## config.mk

```make
export PLATFORM = sky130hd
export DESIGN_NAME = oled12832_driver
export DESIGN_NICKNAME = d
export VERILOG_FILES = /design/src/rtl/oled12832_driver.sv
export SDC_FILE = /design/constraint.sdc
export NUM_CORES = 1
export LEC_CHECK = 0
export ABC_AREA = 1
export CORE_ASPECT_RATIO = 0.75
export CORE_MARGIN = 5
export CORE_UTILIZATION = 35
export DETAILED_ROUTE_END_ITERATION = 10
export PLACE_DENSITY = 0.59
export SYNTH_ARGS = -nofsm -noshare
export SYNTH_HDL_FRONTEND = slang
export SYNTH_SLANG_ARGS = --single-unit
export TNS_END_PERCENT = 50
```

## constraint.sdc

```tcl
create_clock -name clk -period 2.4 [get_ports clk]
set_input_delay 0.72 -clock clk [delete_from_list [all_inputs] [get_ports clk]]
set_output_delay 0.72 -clock clk [all_outputs]
set_load 0.02 [all_outputs]
```

## src/rtl/oled12832_driver.sv

```systemverilog
// ---------------------------------------------------------------------------
// oled12832_driver
//
// Stand-alone driver for a 128x32 SSD1306-class OLED over a 4-wire,
// write-only SPI link. After reset it pulses the panel reset line, sends a
// fixed init command sequence, and then refreshes the full 512-byte frame
// forever in horizontal addressing mode. The pixel pattern comes from the
// 4-bit switch input, which is latched once at the start of every frame.
//
// Optional feature macro: OLED_INVERT_EN
//   defined   -> the 24th init byte is A7 (inverse display)
//   undefined -> the 24th init byte is A6 (normal display)
//
// Parameters:
//   CLK_DIV       SCLK half-period in clk cycles (>= 1)
//   RST_LOW_CYC   clk cycles oled_rst is held low after rst_n release
//   RST_WAIT_CYC  clk cycles between oled_rst rising and the first init byte
//
// Ports:
//   clk       in   system clock, rising edge
//   rst_n     in   synchronous active-low reset
//   sw[3:0]   in   pattern select, sampled once per frame
//   oled_csn  out  SPI chip select, active low
//   oled_rst  out  panel reset, active low
//   oled_dcn  out  0 = command byte, 1 = display data byte
//   oled_clk  out  SPI clock, mode 0 (idle low)
//   oled_dat  out  SPI data, MSB first
// ---------------------------------------------------------------------------
module oled12832_driver #(
  parameter int CLK_DIV      = 2,
  parameter int RST_LOW_CYC  = 200,
  parameter int RST_WAIT_CYC = 200
) (
  input  logic       clk,
  input  logic       rst_n,
  input  logic [3:0] sw,
  output logic       oled_csn,
  output logic       oled_rst,
  output logic       oled_dcn,
  output logic       oled_clk,
  output logic       oled_dat
);

  localparam int CNT_MAX = (RST_LOW_CYC > RST_WAIT_CYC) ? RST_LOW_CYC : RST_WAIT_CYC;
  localparam int CNT_W   = $clog2(CNT_MAX + 1);
  localparam int DIV_W   = $clog2(CLK_DIV + 1);

  localparam logic [CNT_W-1:0] LOW_LAST  = CNT_W'(RST_LOW_CYC - 1);
  localparam logic [CNT_W-1:0] WAIT_LAST = CNT_W'(RST_WAIT_CYC - 1);
  localparam logic [DIV_W-1:0] DIV_LAST  = DIV_W'(CLK_DIV - 1);

  typedef enum logic [2:0] {
    S_RST_LOW,
    S_RST_WAIT,
    S_INIT,
    S_ADDR,
    S_DATA
  } state_t;

  state_t           state;
  logic [CNT_W-1:0] cnt;
  logic [DIV_W-1:0] div_cnt;
  logic [4:0]       phase;
  logic [8:0]       idx;
  logic [8:0]       idx_nxt;
  logic [7:0]       tx_byte;
  logic [3:0]       pattern;

  assign idx_nxt = idx + 9'd1;

  function automatic logic [7:0] init_byte(input logic [4:0] n);
    logic [7:0] b;
    case (n)
      5'd0:  b = 8'hAE;
      5'd1:  b = 8'hD5;
      5'd2:  b = 8'h80;
      5'd3:  b = 8'hA8;
      5'd4:  b = 8'h1F;
      5'd5:  b = 8'hD3;
      5'd6:  b = 8'h00;
      5'd7:  b = 8'h40;
      5'd8:  b = 8'h8D;
      5'd9:  b = 8'h14;
      5'd10: b = 8'h20;
      5'd11: b = 8'h00;
      5'd12: b = 8'hA1;
      5'd13: b = 8'hC8;
      5'd14: b = 8'hDA;
      5'd15: b = 8'h02;
      5'd16: b = 8'h81;
      5'd17: b = 8'h8F;
      5'd18: b = 8'hD9;
      5'd19: b = 8'hF1;
      5'd20: b = 8'hDB;
      5'd21: b = 8'h40;
      5'd22: b = 8'hA4;
`ifdef OLED_INVERT_EN
      5'd23: b = 8'hA7;
`else
      5'd23: b = 8'hA6;
`endif
      5'd24: b = 8'hAF;
      default: b = 8'h00;
    endcase
    return b;
  endfunction

  // Column window 0..127, page window 0..3
  function automatic logic [7:0] addr_byte(input logic [2:0] n);
    logic [7:0] b;
    case (n)
      3'd0:    b = 8'h21;
      3'd1:    b = 8'h00;
      3'd2:    b = 8'h7F;
      3'd3:    b = 8'h22;
      3'd4:    b = 8'h00;
      3'd5:    b = 8'h03;
      default: b = 8'h00;
    endcase
    return b;
  endfunction

  // Byte i covers column i[6:0] of page i[8:7]; bit n is row 8*page+n.
  function automatic logic [7:0] pixel_byte(input logic [3:0] pat, input logic [8:0] i);
    logic [6:0] c;
    logic [1:0] p;
    logic [7:0] b;
    c = i[6:0];
    p = i[8:7];
    case (pat)
      4'd0: b = 8'h00;
      4'd1: b = 8'hFF;
      4'd2: b = c[0] ? 8'h55 : 8'hAA;
      4'd3: b = c[3] ? 8'hFF : 8'h00;
      4'd4: b = 8'h01;
      4'd5: b = {8{p[0]}};
      4'd6: begin
        if (c == 7'd0 || c == 7'd127) b = 8'hFF;
        else b = ((p == 2'd0) ? 8'h01 : 8'h00) | ((p == 2'd3) ? 8'h80 : 8'h00);
      end
      default: b = {pat, pat};
    endcase
    return b;
  endfunction

  // A byte is 18 phases of CLK_DIV cycles each:
  //   phase 0       csn high, dcn already valid for the byte
  //   phases 1..16  csn low, 8 bits as (clk low, clk high) pairs
  //   phase 17      csn low, clk low, hold before csn rises
  // All outputs are registered and updated on phase boundaries.
  always_ff @(posedge clk) begin
    if (!rst_n) begin
      state    <= S_RST_LOW;
      cnt      <= '0;
      div_cnt  <= '0;
      phase    <= '0;
      idx      <= '0;
      tx_byte  <= '0;
      pattern  <= '0;
      oled_csn <= 1'b1;
      oled_rst <= 1'b0;
      oled_dcn <= 1'b0;
      oled_clk <= 1'b0;
      oled_dat <= 1'b0;
    end else begin
      case (state)
        S_RST_LOW: begin
          if (cnt == LOW_LAST) begin
            cnt      <= '0;
            oled_rst <= 1'b1;
            state    <= S_RST_WAIT;
          end else begin
            cnt <= cnt + CNT_W'(1);
          end
        end

        S_RST_WAIT: begin
          if (cnt == WAIT_LAST) begin
            cnt      <= '0;
            state    <= S_INIT;
            idx      <= '0;
            phase    <= '0;
            div_cnt  <= '0;
            tx_byte  <= init_byte(5'd0);
            oled_dcn <= 1'b0;
          end else begin
            cnt <= cnt + CNT_W'(1);
          end
        end

        default: begin
          if (div_cnt != DIV_LAST) begin
            div_cnt <= div_cnt + DIV_W'(1);
          end else begin
            div_cnt <= '0;
            if (phase == 5'd17) begin
              // Byte done: raise csn and stage the next byte and its D/C level.
              phase    <= '0;
              oled_csn <= 1'b1;
              oled_clk <= 1'b0;
              case (state)
                S_INIT: begin
                  if (idx == 9'd24) begin
                    state    <= S_ADDR;
                    idx      <= '0;
                    pattern  <= sw;
                    tx_byte  <= addr_byte(3'd0);
                  end else begin
                    idx      <= idx_nxt;
                    tx_byte  <= init_byte(idx_nxt[4:0]);
                  end
                  oled_dcn <= 1'b0;
                end
                S_ADDR: begin
                  if (idx == 9'd5) begin
                    state    <= S_DATA;
                    idx      <= '0;
                    tx_byte  <= pixel_byte(pattern, 9'd0);
                    oled_dcn <= 1'b1;
                  end else begin
                    idx      <= idx_nxt;
                    tx_byte  <= addr_byte(idx_nxt[2:0]);
                    oled_dcn <= 1'b0;
                  end
                end
                S_DATA: begin
                  if (idx == 9'd511) begin
                    state    <= S_ADDR;
                    idx      <= '0;
                    pattern  <= sw;
                    tx_byte  <= addr_byte(3'd0);
                    oled_dcn <= 1'b0;
                  end else begin
                    idx      <= idx_nxt;
                    tx_byte  <= pixel_byte(pattern, idx_nxt);
                    oled_dcn <= 1'b1;
                  end
                end
                default: state <= S_RST_LOW;
              endcase
            end else begin
              phase <= phase + 5'd1;
              if (phase == 5'd0) begin
                oled_csn <= 1'b0;
                oled_dat <= tx_byte[7];
              end else if (phase == 5'd16) begin
                oled_clk <= 1'b0;
              end else if (phase[0]) begin
                oled_clk <= 1'b1;
              end else begin
                // Falling SCLK edge: present the next bit from the shifter.
                oled_clk <= 1'b0;
                oled_dat <= tx_byte[6];
                tx_byte  <= {tx_byte[6:0], 1'b0};
              end
            end
          end
        end
      endcase
    end
  end

endmodule

```

==> flow_metrics.py, run 1 <==
metrics = {
    "outcome": {
        "status": "finished clean",
    },
    "logic_synthesis": {
        "synth_edf_count": 0,
        "synthFlopType": "dfxtp_1",
        "avgSynthCellArea_um2": 6.43,
        "synth_top_area_share": 0.277,
        "syn_inst": 494,
        "synth.distinct_cells": 39,
        "synth.top_cells.by_count": "97 x nand2_1, 66 x nor2_1, 55 x inv_1",
        "yosysWarnings": 0,
        "synth_fp_nets": 514,
        "synth_area_leader_cell": "dfxtp_1",
        "post-synth-top-count-cell": "nand2_1",
        "ys_seq_elements": 44,
        "synth.area.top_cells": "dfxtp_1 28%, nand2_1 11%, nor2_1 7.8%",
        "ys_seq_area_frac": 0.277,
        "async_flop_share": 0,
        "synth_area_um2": 3170,
    },
    "place": {
        "port_buffers": 10,
        "hpwl_um": 6740,
        "place_area_um2": 3440,
        "gp_congestion": 0.924,
    },
    "sta": {
        "drv_slew": 0,
        "hold_violations": 0,
        "rsz0062_at_grt": "true",
        "worst_slew_pin_slew_ns": 0.684,
        "finalCritPeriodShare": 0.940,
        "fin_tns_setup_ns": 0,
        "setup_viol": 0,
        "max_freq_mhz": 443,
        "relSlewSlack": 0.539,
        "fin_skew_ns": 0.00638,
        "fin_crit_ns": 2.26,
    },
    "detailed_routing": {
        "vias": 3290,
        "post_drt_wl_per_cell_um": 13.6,
        "drtIter0Drc": 327,
        "viasPerCell": 5.26,
        "drc": 0,
        "drt-pass1-iter-count": 8,
        "drtAntennaViolNets": 0,
        "routed_wl_um": 8540,
    },
    "worst_setup_path": {
        "cp-startpoint": "idx[1]",
        "rr_worst_depth": 11,
        "crit_type": "reg2reg",
        "required_ns": 2.63,
        "r2r_slack_ns": 0.14,
        "crit_path_max_fanout": 7,
        "r2r_end": "tx_byte[3]",
        "worstReg2RegStart": "idx[1]",
        "cp.arrival_ns": 2.49,
        "cp-end-kind": "flip-flop",
        "crit_path_end": "tx_byte[3]",
        "start_kind": "flip-flop",
    },
    "clock_network": {
        "htree_num_levels": 2,
        "clk_latency_ns": 0.29,
        "cts_buffer_depth": 2,
        "cts_root_buf": "clkbuf_16",
        "cts_buffers": 5,
        "path_clk_slew_ns": 0.07,
        "cts.sinks": 44,
        "tritoncts": "yes",
        "post-cts-setup-buffers": 0,
    },
    "layout": {
        "num-fill-cells": 958,
        "finalInstanceArea_um2": 3630,
        "final_nets": 533,
        "syn_to_final_growth_pct": 14.3,
        "layout-drive-gt1-share": 0.138,
        "antenna_cells": 0,
    },
    "grt": {
        "grt_max_degree": 16,
        "grt_pass1_wl_um": 14300,
        "grt_overflow_total": 0,
        "antenna_found_initial": 0,
        "grt_pass1_vias": 2900,
        "grtUsageTotal": 0.158,
    },
    "job": {
        "cap_viol_max_count": 0,
    },
    "floorplan": {
        "die_y_um": 92.5,
        "coreArea_um2": 8930,
        "num_rows": 30,
        "die_w_um": 120,
        "initial_utilization": 0.355,
        "io_pins": 11,
        "die_area_um2": 11100,
    },
    "power_and_ir_drop": {
        "power.density_nw_per_um2": 633,
        "total_power_mw": 2.30,
        "p_leak_nw": 1.43,
        "ir_worst_vdd_v": 0.000343,
    },
    "min_path": {
        "hp-class": "reg2reg",
    },
}
[cells by family (layout without fill, tap and decap cells)]
kind of cell	count (synthesis)	count (layout)	synth area share
XOR/XNOR	3	3	0.00828
AO/OA/AOI/OAI	100	100	0.178
AND/OR/NAND/NOR	257	257	0.385
adder cells (fa/ha/maj)	14	14	0.0552
buffers and inverters	76	96	0.0958
flip-flops	44	44	0.277
[area by class of cell]
cell class,instances,area [µm²],area share
multi-input cells,374,2010,0.554
flip-flops and latches,44,881,0.243
inverters,69,259,0.0714
repair buffers,19,168,0.0462
well taps,112,140,0.0386
clock buffers,5,125,0.0345
clock inverters,3,46.3,0.0128
[power by group]
| part | switching, mW | leakage (nW) | internal, mW | total [mW] |
|---|---|---|---|---|
| Clock | 0.318 | 0.0804 | 0.495 | 0.813 |
| Combinational | 0.431 | 0.998 | 0.215 | 0.646 |
| Sequential | 0.0549 | 0.355 | 0.781 | 0.836 |
[stage by stage]
stage / util / std cells / hold slack [ns] / setup slack (ns)
2_1_floorplan: - / 494 / 0.409 / 0.387
3_3_place_gp: 0.385 / 618 / 0.418 / 0.225
3_5_place_dp: 0.385 / 618 / 0.423 / 0.114
4_1_cts: 0.404 / 626 / 0.434 / 0.0583
5_1_grt: 0.406 / 626 / 0.479 / -0.0236
6_report: 0.406 / 626 / 0.435 / 0.144
[critical path, cell delays in order, from the launching register on]
cell	delay, ns
dfxtp_1	0.31
buf_4	0.16
inv_1	0.16
ha_1	0.17
nand4_1	0.09
nor2_1	0.23
nand2_1	0.14
a211oi_1	0.47
nor2_1	0.13
nand3_1	0.13
nand2_1	0.07
a21oi_2	0.12
[layer usage]
metal	global-route usage	part of all wire	routed length, µm
met5	0	0	0
met4	0.0467	0.0098	84
met3	0.0226	0.065	559
met2	0.217	0.39	3290
met1	0.250	0.54	4610
[worst min path at each step]
stage | startpoint | to | slack (ns) | cells past startpoint
after floorplan | div_cnt[1] | div_cnt[1] | 0.41 | 2
after global placement | div_cnt[1] | div_cnt[1] | 0.42 | 2
after detailed placement | div_cnt[1] | div_cnt[1] | 0.42 | 2
after CTS | div_cnt[1] | div_cnt[1] | 0.43 | 2
after global routing | div_cnt[1] | div_cnt[1] | 0.48 | 2
final | div_cnt[1] | div_cnt[1] | 0.43 | 2
[flip-flops by register name (all words and copies together), names as in the netlist]
| name | count |
|---|---|
| cnt | 8 |
| div_cnt | 2 |
| idx | 9 |
| oled_clk | 1 |
| oled_csn | 1 |
| oled_dat | 1 |
| oled_dcn | 1 |
| oled_rst | 1 |
| pattern | 4 |
| phase | 5 |
| state | 3 |
| tx_byte | 8 |
[layout by cell type, fill, tap and decap left out, types with 7 or more instances in the layout]
| cell type | count |
|---|---|
| nand2_1 | 97 |
| nor2_1 | 66 |
| inv_1 | 55 |
| dfxtp_1 | 44 |
| a21oi_1 | 43 |
| nand3_1 | 36 |
| o21ai_0 | 26 |
| ha_1 | 14 |
| nand2_2 | 13 |
| inv_2 | 12 |
| nand4_1 | 11 |
| clkdlybuf4s50_1 | 10 |
| buf_4 | 9 |
| a21oi_2 | 8 |
| nor3_1 | 7 |
[timing repair]
action,4_1_cts,5_1_grt
hold buffers,0,0
gates resized for setup,0,5
setup endpoints to repair,0,4
Power figures use the tool's default switching activity.
==> run 2, diff against run 1 <==
- CTS_CLUSTER_SIZE: default -> 16
- TNS_END_PERCENT: 50 -> 1
==> results of run 2 <==
No change in the layout: final DEF, timing and power equal those of run 1.
==> run 3, diff against run 2 <==
- CORE_ASPECT_RATIO: 0.75 -> default
==> flow_metrics.py, run 3 (synthesized netlist as in run 1, its figures left out) <==
metrics = {
    "outcome": {
        "status": "finished clean",
    },
    "floorplan": {
        "die_y_um": 105,
        "die_w_um": 105,
        "coreArea_um2": 8760,
        "num_rows": 34,
        "io_pins": 11,
        "die_area_um2": 11100,
        "initial_utilization": 0.362,
    },
    "power_and_ir_drop": {
        "p_seq_frac": 0.398,
        "total_power_mw": 2.10,
        "power.density_nw_per_um2": 590,
        "switchingPower_uw": 793,
        "ir_worst_vdd_v": 0.000278,
        "clkPwrFrac": 0.293,
        "p_leak_nw": 1.40,
        "netSwitchingFraction": 0.377,
        "intPower_mw": 1.31,
        "combPwrFrac": 0.309,
    },
    "sta": {
        "worst_slew_pin_slew_ns": 0.699,
        "finalCritPeriodShare": 0.912,
        "fin_tns_setup_ns": 0,
        "fin_skew_ns": 0.00556,
        "fin_crit_ns": 2.19,
        "setup_slack_ns": 0.210,
        "rsz0062_at_grt": "false",
        "max_freq_mhz": 457,
        "relSlewSlack": 0.529,
        "drv_slew": 0,
        "hold_violations": 0,
        "setup_viol": 0,
    },
    "layout": {
        "syn_to_final_growth_pct": 12.2,
        "final_nets": 532,
        "largest_reg_flops": 9,
        "antenna_cells": 0,
        "layout-drive-gt1-share": 0.140,
        "fin_cells": 621,
        "top_register": "idx",
        "final_common_cell": "nand2_1",
        "final_cell_mix": "97 x nand2_1, 66 x nor2_1, 55 x inv_1",
        "largestRegisters": "idx (9), cnt (8), tx_byte (8)",
    },
    "worst_setup_path": {
        "cp-end-kind": "flip-flop",
        "start_kind": "flip-flop",
        "crit_type": "reg2reg",
        "cp.arrival_ns": 2.44,
        "crit_path_max_fanout": 7,
        "required_ns": 2.65,
    },
    "clock_network": {
        "cts.sinks": 44,
        "cts_buffers": 5,
        "cts_root_buf": "clkbuf_8",
        "htree_num_levels": 2,
        "tritoncts": "yes",
        "cts_buffer_depth": 2,
        "path_clk_slew_ns": 0.10,
        "clk_latency_ns": 0.31,
    },
    "detailed_routing": {
        "drc": 0,
        "drtIter0Drc": 229,
        "routed_wl_um": 8530,
        "viasPerCell": 5.27,
        "post_drt_wl_per_cell_um": 13.7,
        "drtAntennaViolNets": 0,
        "drt-pass1-iter-count": 5,
        "vias": 3272,
    },
    "place": {
        "place_ws_ns": 0.0216,
        "gp_congestion": 0.886,
        "hpwl_um": 6470,
        "dp_cells": 612,
        "port_buffers": 10,
    },
    "grt": {
        "antenna_found_initial": 0,
        "grtUsageTotal": 0.156,
        "grt_pass1_vias": 3091,
        "grt_pass1_wl_um": 14600,
        "grt_overflow_total": 0,
        "grt_max_degree": 16,
    },
    "job": {
        "cap_viol_max_count": 0,
    },
    "min_path": {
        "hp-class": "reg2reg",
    },
}
-- run 3: changes by cell type in the layout (fill, tap and decap cells not counted), sizes merged --
cell,delta
buf,-1
-- run 3: cell type report --
| class | instances | area (µm²) |
|---|---|---|
| Clock buffer | 5 | 68.8 |
| Clock inverter | 3 | 46.3 |
| Fill cell | 936 | 5200 |
| Inverter | 69 | 259 |
| Multi-Input combinational cell | 374 | 2000 |
| Sequential cell | 44 | 888 |
| Tap cell | 108 | 135 |
| Timing Repair Buffer | 18 | 160 |
-- run 3: layer usage --
| layer | global-route usage | part of all wire | routed length [µm] | up-vias |
|---|---|---|---|---|
| li1 | - | - | - | 1660 |
| met1 | 0.214 | 0.47 | 4020 | 1491 |
| met2 | 0.252 | 0.45 | 3830 | 98 |
| met3 | 0.0232 | 0.055 | 465 | 23 |
| met4 | 0.0493 | 0.024 | 206 | 0 |
| met5 | 0 | 0 | 0 | - |
-- run 3: final timing paths --
path	start	to	slack [ns]	cells past startpoint
worst max-delay path	idx[0]	tx_byte[7]	0.21	13
worst min-delay path	div_cnt[1]	div_cnt[1]	0.44	2
worst min register to register	div_cnt[1]	div_cnt[1]	0.44	2
worst max register to register	idx[0]	tx_byte[7]	0.21	13
-- run 3: timing repair --
item | CTS | global route
resized for setup | 0 | 9
setup endpoints to repair | 0 | 15
hold buffers | 0 | 0
setup buffers | 0 | 1
-- run 3: critical path: stages, from the launching register on --
cell and delay (ns):
dfxtp_4 0.39, ha_2 0.21, nand2_1 0.10, inv_1 0.09, nand4_1 0.09, nor2_1 0.06, ha_2 0.19, nor2_4 0.21
o21ai_0 0.17, nor3_1 0.20, a21oi_1 0.09, nand3_1 0.15, nand2_1 0.08, a21oi_2 0.10
-- run 3: through the flow --
| step | cell area [µm²] | hold WS (ns) | util |
|---|---|---|---|
| final | 3560 | 0.436 | 0.406 |
| after global routing | 3560 | 0.460 | 0.406 |
| after CTS | 3530 | 0.438 | 0.403 |
| after detailed placement | 3420 | 0.424 | 0.390 |
| after global placement | 3420 | 0.418 | 0.390 |
| after floorplan | 3170 | 0.409 | - |
-- run 3: power by group through the flow --
| stage | logic, mW | registers (mW) | clock network (mW) |
|---|---|---|---|
| after floorplan | 0.502 | 0.843 | 0 |
| after global placement | 0.622 | 0.853 | 0 |
| after detailed placement | 0.641 | 0.854 | 0 |
| after CTS | 0.646 | 0.837 | 0.632 |
| after global routing | 0.743 | 0.843 | 0.663 |
| final | 0.649 | 0.835 | 0.616 |
